[config.mk]
export PLATFORM = sky130hd
export DESIGN_NAME = rv32v_execute_sequencer_flat
export DESIGN_NICKNAME = d
export VERILOG_FILES = /design/src/rtl/rv32v_types_pkg.sv /design/src/rtl/rv32v_execute_sequencer_if.sv /design/src/rtl/rv32v_elem_locator.sv /design/src/rtl/rv32v_execute_sequencer.sv /design/src/flat_wrapper.sv
export SDC_FILE = /design/constraint.sdc
export NUM_CORES = 1
export LEC_CHECK = 0
export CELL_PAD_IN_SITES_DETAIL_PLACEMENT = 0
export CELL_PAD_IN_SITES_GLOBAL_PLACEMENT = 1
export CORE_MARGIN = 2
export CORE_UTILIZATION = 43
export CTS_BUF_LIST = sky130_fd_sc_hd__clkbuf_8 sky130_fd_sc_hd__clkbuf_16
export DETAILED_ROUTE_END_ITERATION = 10
export HOLD_SLACK_MARGIN = 0.08
export PLACE_DENSITY = 0.86
export RECOVER_POWER = 25
export SYNTH_ARGS = -nofsm -noshare
export SYNTH_HDL_FRONTEND = slang
export SYNTH_SLANG_ARGS = --single-unit
[constraint.sdc]
create_clock -name CLK -period 14.5 [get_ports CLK]
set_clock_uncertainty 0.05 [all_clocks]
set_input_delay 2.175 -clock CLK [delete_from_list [all_inputs] [get_ports CLK]]
set_output_delay 2.175 -clock CLK [all_outputs]
set_load 0.02 [all_outputs]
[src/rtl/rv32v_types_pkg.sv]
// Shared vector types and sizing for the execute sequencer and its element locators.
package rv32v_types_pkg;

  localparam int unsigned VLEN     = 128;
  localparam int unsigned VL_WIDTH = 7;
  localparam int unsigned OFFSET_W = $clog2(VLEN / 8);

  typedef enum logic [1:0] {
    SEW_8  = 2'd0,
    SEW_16 = 2'd1,
    SEW_32 = 2'd2
  } sew_t;

  typedef logic [OFFSET_W-1:0] offset_t;

endpackage

[src/rtl/rv32v_execute_sequencer_if.sv]
// Decode-to-sequencer op handshake plus the two-lane beat stream towards the register file.
interface rv32v_execute_sequencer_if
  import rv32v_types_pkg::*;
#(
  parameter int unsigned VLEN     = rv32v_types_pkg::VLEN,
  parameter int unsigned VL_WIDTH = rv32v_types_pkg::VL_WIDTH
);

  logic                in_valid;
  logic                in_ready;
  logic [VL_WIDTH:0]   vl;
  logic [VL_WIDTH:0]   vstart;
  sew_t                sew;
  logic [4:0]          vd;
  logic                is_masked;
  logic [VLEN-1:0]     v0_mask;
  logic                stall;
  logic                flush;
  logic                beat_valid;
  offset_t             woffset0;
  offset_t             woffset1;
  logic [4:0]          vd_sel0;
  logic [4:0]          vd_sel1;
  logic                lane_en0;
  logic                lane_en1;
  logic                last;
  logic                busy;
  logic                done;

  modport master (
    output in_valid, vl, vstart, sew, vd, is_masked, v0_mask, stall, flush,
    input  in_ready, beat_valid, woffset0, woffset1, vd_sel0, vd_sel1,
    input  lane_en0, lane_en1, last, busy, done
  );

  modport slave (
    input  in_valid, vl, vstart, sew, vd, is_masked, v0_mask, stall, flush,
    output in_ready, beat_valid, woffset0, woffset1, vd_sel0, vd_sel1,
    output lane_en0, lane_en1, last, busy, done
  );

endinterface

[src/rtl/rv32v_elem_locator.sv]
// Maps an element index to its register-group member and offset for the given element width.
module rv32v_elem_locator
  import rv32v_types_pkg::*;
#(
  parameter int unsigned ELEM_W = VL_WIDTH + 2
) (
  input  logic [ELEM_W-1:0] elem,
  input  sew_t              sew,
  input  logic [4:0]        vd,
  output offset_t           woffset,
  output logic [4:0]        vd_sel
);

  int unsigned epr_log2;

  always_comb begin
    unique case (sew)
      SEW_16:  epr_log2 = OFFSET_W - 1;
      SEW_32:  epr_log2 = OFFSET_W - 2;
      default: epr_log2 = OFFSET_W;
    endcase
    woffset = offset_t'(elem & ((ELEM_W'(1) << epr_log2) - ELEM_W'(1)));
    // Register index wraps modulo 32 by truncation.
    vd_sel  = 5'(ELEM_W'(vd) + (elem >> epr_log2));
  end

endmodule

[src/rtl/rv32v_execute_sequencer.sv]
// Steps a decoded vector op through its elements two per beat, with masking, stall and flush.
module rv32v_execute_sequencer
  import rv32v_types_pkg::*;
#(
  parameter int unsigned VLEN     = rv32v_types_pkg::VLEN,
  parameter int unsigned VL_WIDTH = rv32v_types_pkg::VL_WIDTH
) (
  input logic                     CLK,
  input logic                     RST,
  rv32v_execute_sequencer_if.slave io
);

  localparam int unsigned IDX_W  = VL_WIDTH + 1;
  localparam int unsigned ELEM_W = VL_WIDTH + 2;

  typedef enum logic [1:0] {
    IDLE = 2'd0,
    RUN  = 2'd1,
    DONE = 2'd2
  } state_t;

  state_t            state_q, state_d;
  logic [IDX_W-1:0]  idx_q, idx_d;
  logic [IDX_W-1:0]  vl_q, vl_d;
  sew_t              sew_q, sew_d;
  logic [4:0]        vd_q, vd_d;
  logic              masked_q, masked_d;
  logic [VLEN-1:0]   v0_q, v0_d;

  logic              accept;
  logic              run;
  logic              last_beat;
  logic [ELEM_W-1:0] elem0, elem1;

  assign accept    = io.in_valid && (state_q == IDLE) && !io.flush;
  assign run       = (state_q == RUN);
  assign elem0     = ELEM_W'(idx_q);
  assign elem1     = elem0 + ELEM_W'(1);
  assign last_beat = (elem0 + ELEM_W'(2)) >= ELEM_W'(vl_q);

  always_ff @(posedge CLK or posedge RST) begin
    if (RST) begin
      state_q  <= IDLE;
      idx_q    <= '0;
      vl_q     <= '0;
      sew_q    <= SEW_8;
      vd_q     <= '0;
      masked_q <= 1'b0;
      v0_q     <= '0;
    end else begin
      state_q  <= state_d;
      idx_q    <= idx_d;
      vl_q     <= vl_d;
      sew_q    <= sew_d;
      vd_q     <= vd_d;
      masked_q <= masked_d;
      v0_q     <= v0_d;
    end
  end

  always_comb begin
    state_d  = state_q;
    idx_d    = idx_q;
    vl_d     = vl_q;
    sew_d    = sew_q;
    vd_d     = vd_q;
    masked_d = masked_q;
    v0_d     = v0_q;
    unique case (state_q)
      IDLE: begin
        if (accept) begin
          idx_d    = io.vstart;
          vl_d     = io.vl;
          sew_d    = io.sew;
          vd_d     = io.vd;
          masked_d = io.is_masked;
          v0_d     = io.v0_mask;
          // An empty range still completes through DONE so decode sees a done pulse.
          state_d  = (io.vstart < io.vl) ? RUN : DONE;
        end
      end
      RUN: begin
        if (!io.stall) begin
          idx_d = idx_q + IDX_W'(2);
          if (last_beat) state_d = DONE;
        end
      end
      DONE:    state_d = IDLE;
      default: state_d = IDLE;
    endcase
    if (io.flush) state_d = IDLE;
  end

  always_comb begin
    io.in_ready   = (state_q == IDLE);
    io.beat_valid = run;
    io.busy       = (state_q != IDLE);
    io.done       = (state_q == DONE);
    io.last       = run && last_beat;
    io.lane_en0   = run && (elem0 < ELEM_W'(vl_q)) && (!masked_q || 1'(v0_q >> elem0));
    io.lane_en1   = run && (elem1 < ELEM_W'(vl_q)) && (!masked_q || 1'(v0_q >> elem1));
  end

  rv32v_elem_locator #(
    .ELEM_W (ELEM_W)
  ) u_loc0 (
    .elem    (elem0),
    .sew     (sew_q),
    .vd      (vd_q),
    .woffset (io.woffset0),
    .vd_sel  (io.vd_sel0)
  );

  rv32v_elem_locator #(
    .ELEM_W (ELEM_W)
  ) u_loc1 (
    .elem    (elem1),
    .sew     (sew_q),
    .vd      (vd_q),
    .woffset (io.woffset1),
    .vd_sel  (io.vd_sel1)
  );

endmodule
[src/flat_wrapper.sv]
// flat-port wrapper written by rule: the top's interface ports become plain ports
module rv32v_execute_sequencer_flat import rv32v_types_pkg::*;
#(
  parameter int unsigned VLEN     = rv32v_types_pkg::VLEN,
  parameter int unsigned VL_WIDTH = rv32v_types_pkg::VL_WIDTH
)
  (CLK, RST, io_in_valid, io_vl, io_vstart, io_sew, io_vd, io_is_masked, io_v0_mask, io_stall, io_flush, io_in_ready, io_beat_valid, io_woffset0, io_woffset1, io_vd_sel0, io_vd_sel1, io_lane_en0, io_lane_en1, io_last, io_busy, io_done);
  rv32v_execute_sequencer_if #(.VLEN(VLEN), .VL_WIDTH(VL_WIDTH)) io_i ();
  input logic CLK;
  input logic RST;
  input wire logic [$bits(io_i.in_valid)-1:0] io_in_valid;
  input wire logic [$bits(io_i.vl)-1:0] io_vl;
  input wire logic [$bits(io_i.vstart)-1:0] io_vstart;
  input wire logic [$bits(io_i.sew)-1:0] io_sew;
  input wire logic [$bits(io_i.vd)-1:0] io_vd;
  input wire logic [$bits(io_i.is_masked)-1:0] io_is_masked;
  input wire logic [$bits(io_i.v0_mask)-1:0] io_v0_mask;
  input wire logic [$bits(io_i.stall)-1:0] io_stall;
  input wire logic [$bits(io_i.flush)-1:0] io_flush;
  output wire logic [$bits(io_i.in_ready)-1:0] io_in_ready;
  output wire logic [$bits(io_i.beat_valid)-1:0] io_beat_valid;
  output wire logic [$bits(io_i.woffset0)-1:0] io_woffset0;
  output wire logic [$bits(io_i.woffset1)-1:0] io_woffset1;
  output wire logic [$bits(io_i.vd_sel0)-1:0] io_vd_sel0;
  output wire logic [$bits(io_i.vd_sel1)-1:0] io_vd_sel1;
  output wire logic [$bits(io_i.lane_en0)-1:0] io_lane_en0;
  output wire logic [$bits(io_i.lane_en1)-1:0] io_lane_en1;
  output wire logic [$bits(io_i.last)-1:0] io_last;
  output wire logic [$bits(io_i.busy)-1:0] io_busy;
  output wire logic [$bits(io_i.done)-1:0] io_done;
  assign io_i.in_valid = io_in_valid;
  assign io_i.vl = io_vl;
  assign io_i.vstart = io_vstart;
  assign io_i.sew = io_sew;
  assign io_i.vd = io_vd;
  assign io_i.is_masked = io_is_masked;
  assign io_i.v0_mask = io_v0_mask;
  assign io_i.stall = io_stall;
  assign io_i.flush = io_flush;
  assign io_in_ready = io_i.in_ready;
  assign io_beat_valid = io_i.beat_valid;
  assign io_woffset0 = io_i.woffset0;
  assign io_woffset1 = io_i.woffset1;
  assign io_vd_sel0 = io_i.vd_sel0;
  assign io_vd_sel1 = io_i.vd_sel1;
  assign io_lane_en0 = io_i.lane_en0;
  assign io_lane_en1 = io_i.lane_en1;
  assign io_last = io_i.last;
  assign io_busy = io_i.busy;
  assign io_done = io_i.done;
  rv32v_execute_sequencer #(.VLEN(VLEN), .VL_WIDTH(VL_WIDTH)) u_core (.CLK(CLK), .RST(RST), .io(io_i));
endmodule
==> metrics.md, run 1 <==
| Metric | Value |
|---|---|
| Status | complete, but fails checks |
| Failing checks | max-capacitance violations, max-slew violations |
| Average size of a mapped cell | between 9 and 10 um2 |
| Slew Viols, Final | 86 |
| Share of cells above drive strength 1 | 0.0854 |
| Min-Delay Path Depth | 2 |
| Post-CTS sizing | 0 |
| Yosys Warn Count | 0 |
| Reg2reg start | u_core.idx_q[1] |
| Root Driver | clkbuf_16 |
| Routed len/inst | between 15 and 20 um |
| Worst skew pair latency | roughly 0.43 ns |
| CTS clk-pin slew, worst paths | 0.06 ns |
| Final period util | 0.463 |
| Synth Register Bits | between 150 and 200 |
| Seq/Total Area, Yosys | 0.406 |
| WL met3 | ~1400 um |
| Peak supply drop | ~0.12 mV |
| Register area | slightly below 4000 um2 |
| CTS Hold Bufs | 0 |
| Io pins | 182 |
| CP max FO | 49 |
| Filler instances | between 1500 and 2000 |
| Gr usage total | 0.221 |
| GRT overflow | 0 |
| First-pass GRT wire length | approximately 41000 um |
| Worst reg2reg path endpoint | u_core.state_q[1] |
| Post-synth top area share | 0.406 |
| Die height | around 150 um |
| Most frequent cell after synthesis | nand2_1 |
| Fmax | about 150 MHz |
| Syn_nets | 1245 |
| Worst setup path startpoint | u_core.idx_q[0] |
| Synth Cell Area | roughly 9500 um2 |
| Worst slew pin tran | roughly 3.9 ns |
| Ys flop type | dfrtp_1 |
| Req. time, crit path | approximately 12 ns |
| Post-CTS setup buffer count | 0 |
| Leak | approximately 5.6 nW |
| Vias in the first global route | about 7900 |
| Main combinational cell family by area after synthesis | simple AND/OR/NAND/NOR gates |
| Antenna fix cells | 0 |
| Startpoint types | register |
| Critical path class | reg2out |
| Hold Path Class | reg2reg |
| Post-synthesis cell count | around 1000 |
| EDFF count, synth | 0 |
| CTS sink count | around 150 |
| Final Hold Vio Count | 0 |
| Die area | around 23000 um2 |
| Core area | 21800 um2 |
| Row cnt | 54 |
| ANT nets after route | 0 |
| FF-to-FF path depth | 9 |
| DRC viols | 0 |
| Nets | between 1000 and 1500 |
| CP Capture Type | primary output |
| Via count | between 7000 and 8000 |
| Slew margin rel. | -1.59 |
| Critical path arrival | about 4.5 ns |
| Port-buffer cells | 181 |
| Initial cell density of the core | 0.436 |
| First-pass DRT Iterations | 5 |
| Total routed wirelength | 25100 um |
| Async set-reset flop share out of synthesis | 1.00 |
| Post-synthesis mux area share | 0.171 |
| Largest net degree at the start of global routing | slightly above 100 |
| Pwr Total | roughly 2.7 mW |
| Bufs on Longest Clock Path | 2 |
| Adder and majority gate portion of the synthesized area | 0.0596 |
| Unrepaired setup endpoints after global routing | no |
| Tmin final | about 6.7 ns |
| Crit-path max cell delay | 0.74 ns |
| Top sig layer | met4 |
| R2R Setup Slk | roughly 11 ns |
| Worst setup path end | io_vd_sel1[4] |
| 1st-iter DRT viols | about 550 |
| CTS H-Tree Depth | 4 |
| Metal2 WL | 11700 um |
| Placer Congestion | 0.837 |
| Yosys cell types | 50 |
| Critical path buffer and inverter count | 3 |
| Met1 wire length | approximately 12000 um |
| Post-synth top cells | nand2_1, dfrtp_1, clkbuf_1, mux4_2, ha_1 |
| DR vias/cell | between 5 and 6 |
| Cell family with most CP delay | buffers and inverters |
| Complex-gate fraction of the synthesized area | 0.0792 |
| Endpoints failing setup | 0 |
| Synth area leaders | dfrtp_1, nand2_1, mux4_2 |
| DP Wirelength | around 18000 um |
| Worst path cell trace | buf_4 -> inv_2 -> nor3_1 -> xnor2_1 -> nand2_1 -> o21ai_0 -> o21ai_0 -> ha_1 -> a21o_1 -> a21oi_1 -> xor2_1 -> xnor2_1 -> clkdlybuf4s50_1 |
| Synth area leader | dfrtp_1 |
| CTS Buf Count | 17 |
| Post-Synth Simple-Gate Area | 0.216 |
| Pwr dens | ~230 nW/um2 |
| Multi-input combinational cell area | approximately 5200 um2 |
| Post-route setup TNS | 0 ns |
| TritonCTS clock tree | done |
| Initial antenna violation count | 0 |
| Max Cap Viol | 1 |
| Slowest CP cell | buf_4 |
| Synth-to-layout area growth | 25.7% |
| Critical Path Stages | 13 |
| Xor/xnor cell area share of the yosys netlist | 0.0175 |
| Die width | around 150 um |
## registers in the layout, indices dropped and copies added (netlist names)
name	cells
u_core.v0_q	128
u_core.vd_q	5
u_core.sew_q	2
u_core.state_q	2
u_core.masked_q	1
u_core.vl_q	8
u_core.idx_q	8
## cells by family (layout without fill, tap and decap cells)
| logic type | after synthesis | in the layout |
|---|---|---|
| adder cells (fa/ha/maj) | 44 | 44 |
| flip-flops | 154 | 154 |
| AND/OR/NAND/NOR | 517 | 517 |
| multiplexers | 93 | 93 |
| AO/OA/AOI/OAI | 117 | 117 |
| buffers and inverters | 100 | 251 |
| XOR/XNOR | 19 | 19 |
## metal layers
layer | vias to the layer above | GRT usage
met5 | - | 0
met1 | 3765 | 0.312
met3 | 29 | 0.0418
met2 | 242 | 0.356
li1 | 3814 | -
met4 | 0 | 0.0538
## placed cells by master (no fill, tap or decap), types with 3 or more instances in the layout
| cell | count |
|---|---|
| a21o_1 | 8 |
| inv_1 | 31 |
| mux4_1 | 6 |
| buf_4 | 8 |
| nor2b_1 | 9 |
| clkinvlp_4 | 3 |
| nor3_1 | 4 |
| o21ai_0 | 32 |
| nand2b_1 | 9 |
| nor2_1 | 28 |
| clkbuf_16 | 17 |
| nor4_1 | 9 |
| o22ai_1 | 14 |
| ha_1 | 42 |
| a31oi_1 | 4 |
| xnor2_1 | 11 |
| o221ai_1 | 4 |
| clkdlybuf4s50_1 | 180 |
| a211oi_1 | 10 |
| mux2i_1 | 32 |
| a21oi_1 | 23 |
| nand2_1 | 435 |
| xor2_1 | 8 |
| nand3_1 | 15 |
| clkinv_2 | 3 |
| dfrtp_1 | 152 |
| mux4_2 | 47 |
| mux2_2 | 8 |
| a22oi_1 | 6 |
| o311ai_0 | 3 |
## area by class of cell
class	count	area share
Inverter	30	0.00955
Tap cell	280	0.0294
Timing Repair Buffer	189	0.157
Clock inverter	13	0.00881
Clock buffer	19	0.0380
Sequential cell	154	0.324
Multi-Input combinational cell	790	0.434
## metrics by stage
step           cell area, um2  setup slack (ns)  std cells   util  hold WS (ns)
2_1_floorplan            9490              8.13       1044      -         0.390
5_1_grt                 11900              7.33       1475  0.548         0.468
3_3_place_gp            11400              8.29       1443  0.523         0.412
6_report                11900              7.78       1475  0.548         0.432
3_5_place_dp            11400              8.18       1443  0.523         0.425
4_1_cts                 11900              7.72       1475  0.548         0.439
## worst min-delay path by stage
stage                startpoint          endpoint  slack, ns
4_1_cts          u_core.vl_q[1]    u_core.vl_q[1]       0.44
6_report         u_core.vl_q[7]    u_core.vl_q[7]       0.43
3_5_place_dp     u_core.vl_q[5]    u_core.vl_q[5]       0.42
5_1_grt          u_core.vl_q[2]    u_core.vl_q[2]       0.47
3_3_place_gp     u_core.v0_q[0]    u_core.v0_q[0]       0.41
2_1_floorplan  u_core.v0_q[123]  u_core.v0_q[123]       0.39
## worst reg2reg max path, stage by stage (launching register included)
cell,delay [ns]
dfrtp_2,0.34
buf_4,0.60
nand3_1,0.74
xnor2_1,0.36
ha_1,0.28
a21oi_1,0.13
o21ai_0,0.13
a211o_1,0.34
a21oi_1,0.25
nor3_1,0.09
## power breakdown
group	total [mW]	leakage [nW]	internal, mW	switching [mW]
sequential	0.800	1.90	0.611	0.189
combinational	1.51	3.38	0.743	0.769
clock	0.423	0.279	0.243	0.180
total	2.73	5.56	1.60	1.14
No activity file was read; power rests on OpenSTA's default activity.
==> run 2, diff against run 1 <==
- CORE_UTILIZATION: 43 -> 40
- PLACE_DENSITY: 0.86 -> 0.81
- clock period: 14.5 -> 6.7 ns (I/O delays scaled with it)
==> metrics.md, run 2 (synthesis gave the netlist of run 1 again) <==
| Metric | Value |
|---|---|
| Slew Viols, Final | 93 (was 86) |
| Leak | 5.56 nW (about the same) |
| Die width | 158 um (was 153 um) |
| Post-route setup TNS | 0 ns (unchanged) |
| Via count | 7907 (was 7850) |
| Max Cap Viol | 1 (unchanged) |
| CTS Buf Count | 17 (unchanged) |
| DRC viols | 0 (unchanged) |
| Root Driver | clkbuf_16 (unchanged) |
| Hold Path Class | reg2reg (unchanged) |
| DR vias/cell | 5.22 (was 5.32) |
| Combinational power share | 0.546 (was 0.553) |
| Multi-input combinational cell area | 5170 um2 (unchanged) |
| Initial cell density of the core | 0.406 (was 0.436) |
| Bufs on Longest Clock Path | 2 (unchanged) |
| Post-Place Cell Area | 11400 um2 (about the same) |
| Worst slew pin tran | 4.21 ns (was 3.87 ns) |
| CTS sink count | 154 (unchanged) |
| Initial antenna violation count | 0 (unchanged) |
| Slew margin rel. | -1.82 (was -1.59) |
| Final Instance Area | 12000 um2 (was 11900 um2) |
| Inst Count DP | 1483 (was 1443) |
| Internal power | 3.46 mW (was 1.60 mW) |
| CTS Hold Bufs | 0 (unchanged) |
| Final period util | 0.813 |
| Reg power frac | 0.295 (was 0.293) |
| Routed len/inst | 17.2 um (was 17.0 um) |
| Pwr Total | 5.98 mW (was 2.73 mW) |
| Total routed wirelength | 26000 um (was 25100 um) |
| Max reg flops | 128 (unchanged) |
| DP Wirelength | 19000 um (was 18100 um) |
| Io pins | 182 (unchanged) |
| CTS clk-pin slew, worst paths | 0.06 ns (about the same) |
| TritonCTS clock tree | done (unchanged) |
| Peak supply drop | 0.358 mV (was 0.121 mV) |
| Gr usage total | 0.215 (was 0.221) |
| Req. time, crit path | 5.64 ns (was 12.27 ns) |
| Commonest non-fill, non-tap cell in the layout | nand2_1 (unchanged) |
| Largest regs | u_core.v0_q (128), u_core.idx_q (8), u_core.vl_q (8) (unchanged) |
| Post-CTS sizing | 0 (unchanged) |
| Status | complete, but fails checks (unchanged) |
| First-pass GRT wire length | 41300 um (was 41400 um) |
| Nets | 1384 (was 1383) |
| Psw | 2.52 mW (was 1.14 mW) |
| Endpoints failing setup | 0 (unchanged) |
| Synth-to-layout area growth | 26.4% (was 25.7%) |
| Worst skew pair latency | 0.43 ns (about the same) |
| Unrepaired setup endpoints after global routing | no (unchanged) |
| Antenna fix cells | 0 (unchanged) |
| 1st-iter DRT viols | 647 (was 548) |
| Critical path class | reg2out (unchanged) |
| Final Hold Vio Count | 0 (unchanged) |
| Share of cells above drive strength 1 | 0.0886 (was 0.0854) |
| Commonest cells after routing, fill and taps aside | nand2_1, clkdlybuf4s50_1, dfrtp_1 (unchanged) |
| Non-filler cells, final | 1515 (was 1475) |
| Sw Share | 0.422 (was 0.416) |
| Reg with most FFs | u_core.v0_q (unchanged) |
| Vias in the first global route | 7766 (was 7892) |
| Port-buffer cells | 181 (unchanged) |
| CP Capture Type | primary output (unchanged) |
| Row cnt | 56 (was 54) |
| Pwr dens | 499 nW/um2 (was 229 nW/um2) |
| Filler instances | 2276 (was 1996) |
| Die area | 25000 um2 (was 23300 um2) |
| ANT nets after route | 0 (unchanged) |
| Fmax | about 180 MHz |
| Register area | 3860 um2 (unchanged) |
| Clk pwr share | 0.158 (was 0.155) |
| Largest net degree at the start of global routing | 93 (was 101) |
| Tmin final | 5.45 ns |
| Failing checks | max-capacitance violations, max-slew violations (unchanged) |
| GRT overflow | 0 (unchanged) |
| CP max FO | 53 (was 49) |
| First-pass DRT Iterations | 7 (was 5) |
| Startpoint types | register (unchanged) |
| Die height | 158 um (was 153 um) |
| Placer Congestion | 0.864 (was 0.837) |
| Critical path arrival | 4.39 ns (was 4.49 ns) |
| Post-CTS setup buffer count | 0 (unchanged) |
| CTS H-Tree Depth | 4 (unchanged) |
| Core area | 23400 um2 (was 21800 um2) |
run 2: cell count changes in the layout (fill, tap and decap cells not counted):
cell,change
inv_8,+1
clkinvlp_4,-1
clkbuf_8,-1
inv_1,-3
inv_6,+5
buf_4,+1
clkinv_4,-1
run 2: critical path, stage by stage (launching register included):
cell and delay (ns):
dfrtp_2 0.49, buf_4 0.59, nand3_1 0.64, o221ai_1 0.36, a211oi_1 0.11, nor3_1 0.30
nor4_1 0.11, nor4_1 0.62, clkdlybuf4s50_1 0.74
run 2: metal layers:
| metal | track usage | wire, um |
|---|---|---|
| met5 | 0 | 0 |
| met4 | 0.0729 | 582 |
| met3 | 0.0342 | 1460 |
| met2 | 0.338 | 11900 |
| met1 | 0.306 | 12000 |
run 2: power groups by stage:
| stage | sequential [mW] | clock, mW | combinational [mW] |
|---|---|---|---|
| floorplan | 1.54 | 0 | 2.50 |
| global placement | 1.77 | 0 | 3.22 |
| detailed placement | 1.78 | 0 | 3.27 |
| CTS | 1.76 | 0.962 | 3.29 |
| global route | 1.83 | 1.00 | 3.62 |
| finish | 1.77 | 0.946 | 3.27 |
run 2: final timing paths:
kind / start / to / slack, ns / depth (start not counted)
max: u_core.idx_q[1] / io_lane_en0 / 1.25 / 8
min: u_core.v0_q[121] / u_core.v0_q[121] / 0.44 / 2
max reg2reg: u_core.idx_q[1] / u_core.state_q[1] / 3.23 / 9
min reg2reg: u_core.v0_q[121] / u_core.v0_q[121] / 0.44 / 2
max in group asynchronous: RST / u_core.idx_q[0] / 2.04 / 2
min in group asynchronous: RST / u_core.v0_q[45] / 2.25 / 2
run 2: cell type report:
type,count,area share
multi-input cells,790,0.431
inverters,30,0.00949
clock inverters,14,0.0111
well taps,319,0.0333
flip-flops and latches,154,0.322
repair buffers,190,0.157
clock buffers,18,0.0366
run 2: stage by stage:
step | util | worst slack, ns | hold WS [ns]
after CTS | 0.513 | 1.24 | 0.442
after global placement | 0.488 | 1.76 | 0.416
after global routing | 0.513 | 1.00 | 0.468
final | 0.513 | 1.25 | 0.439
after detailed placement | 0.488 | 1.71 | 0.427
after floorplan | - | 1.50 | 0.390
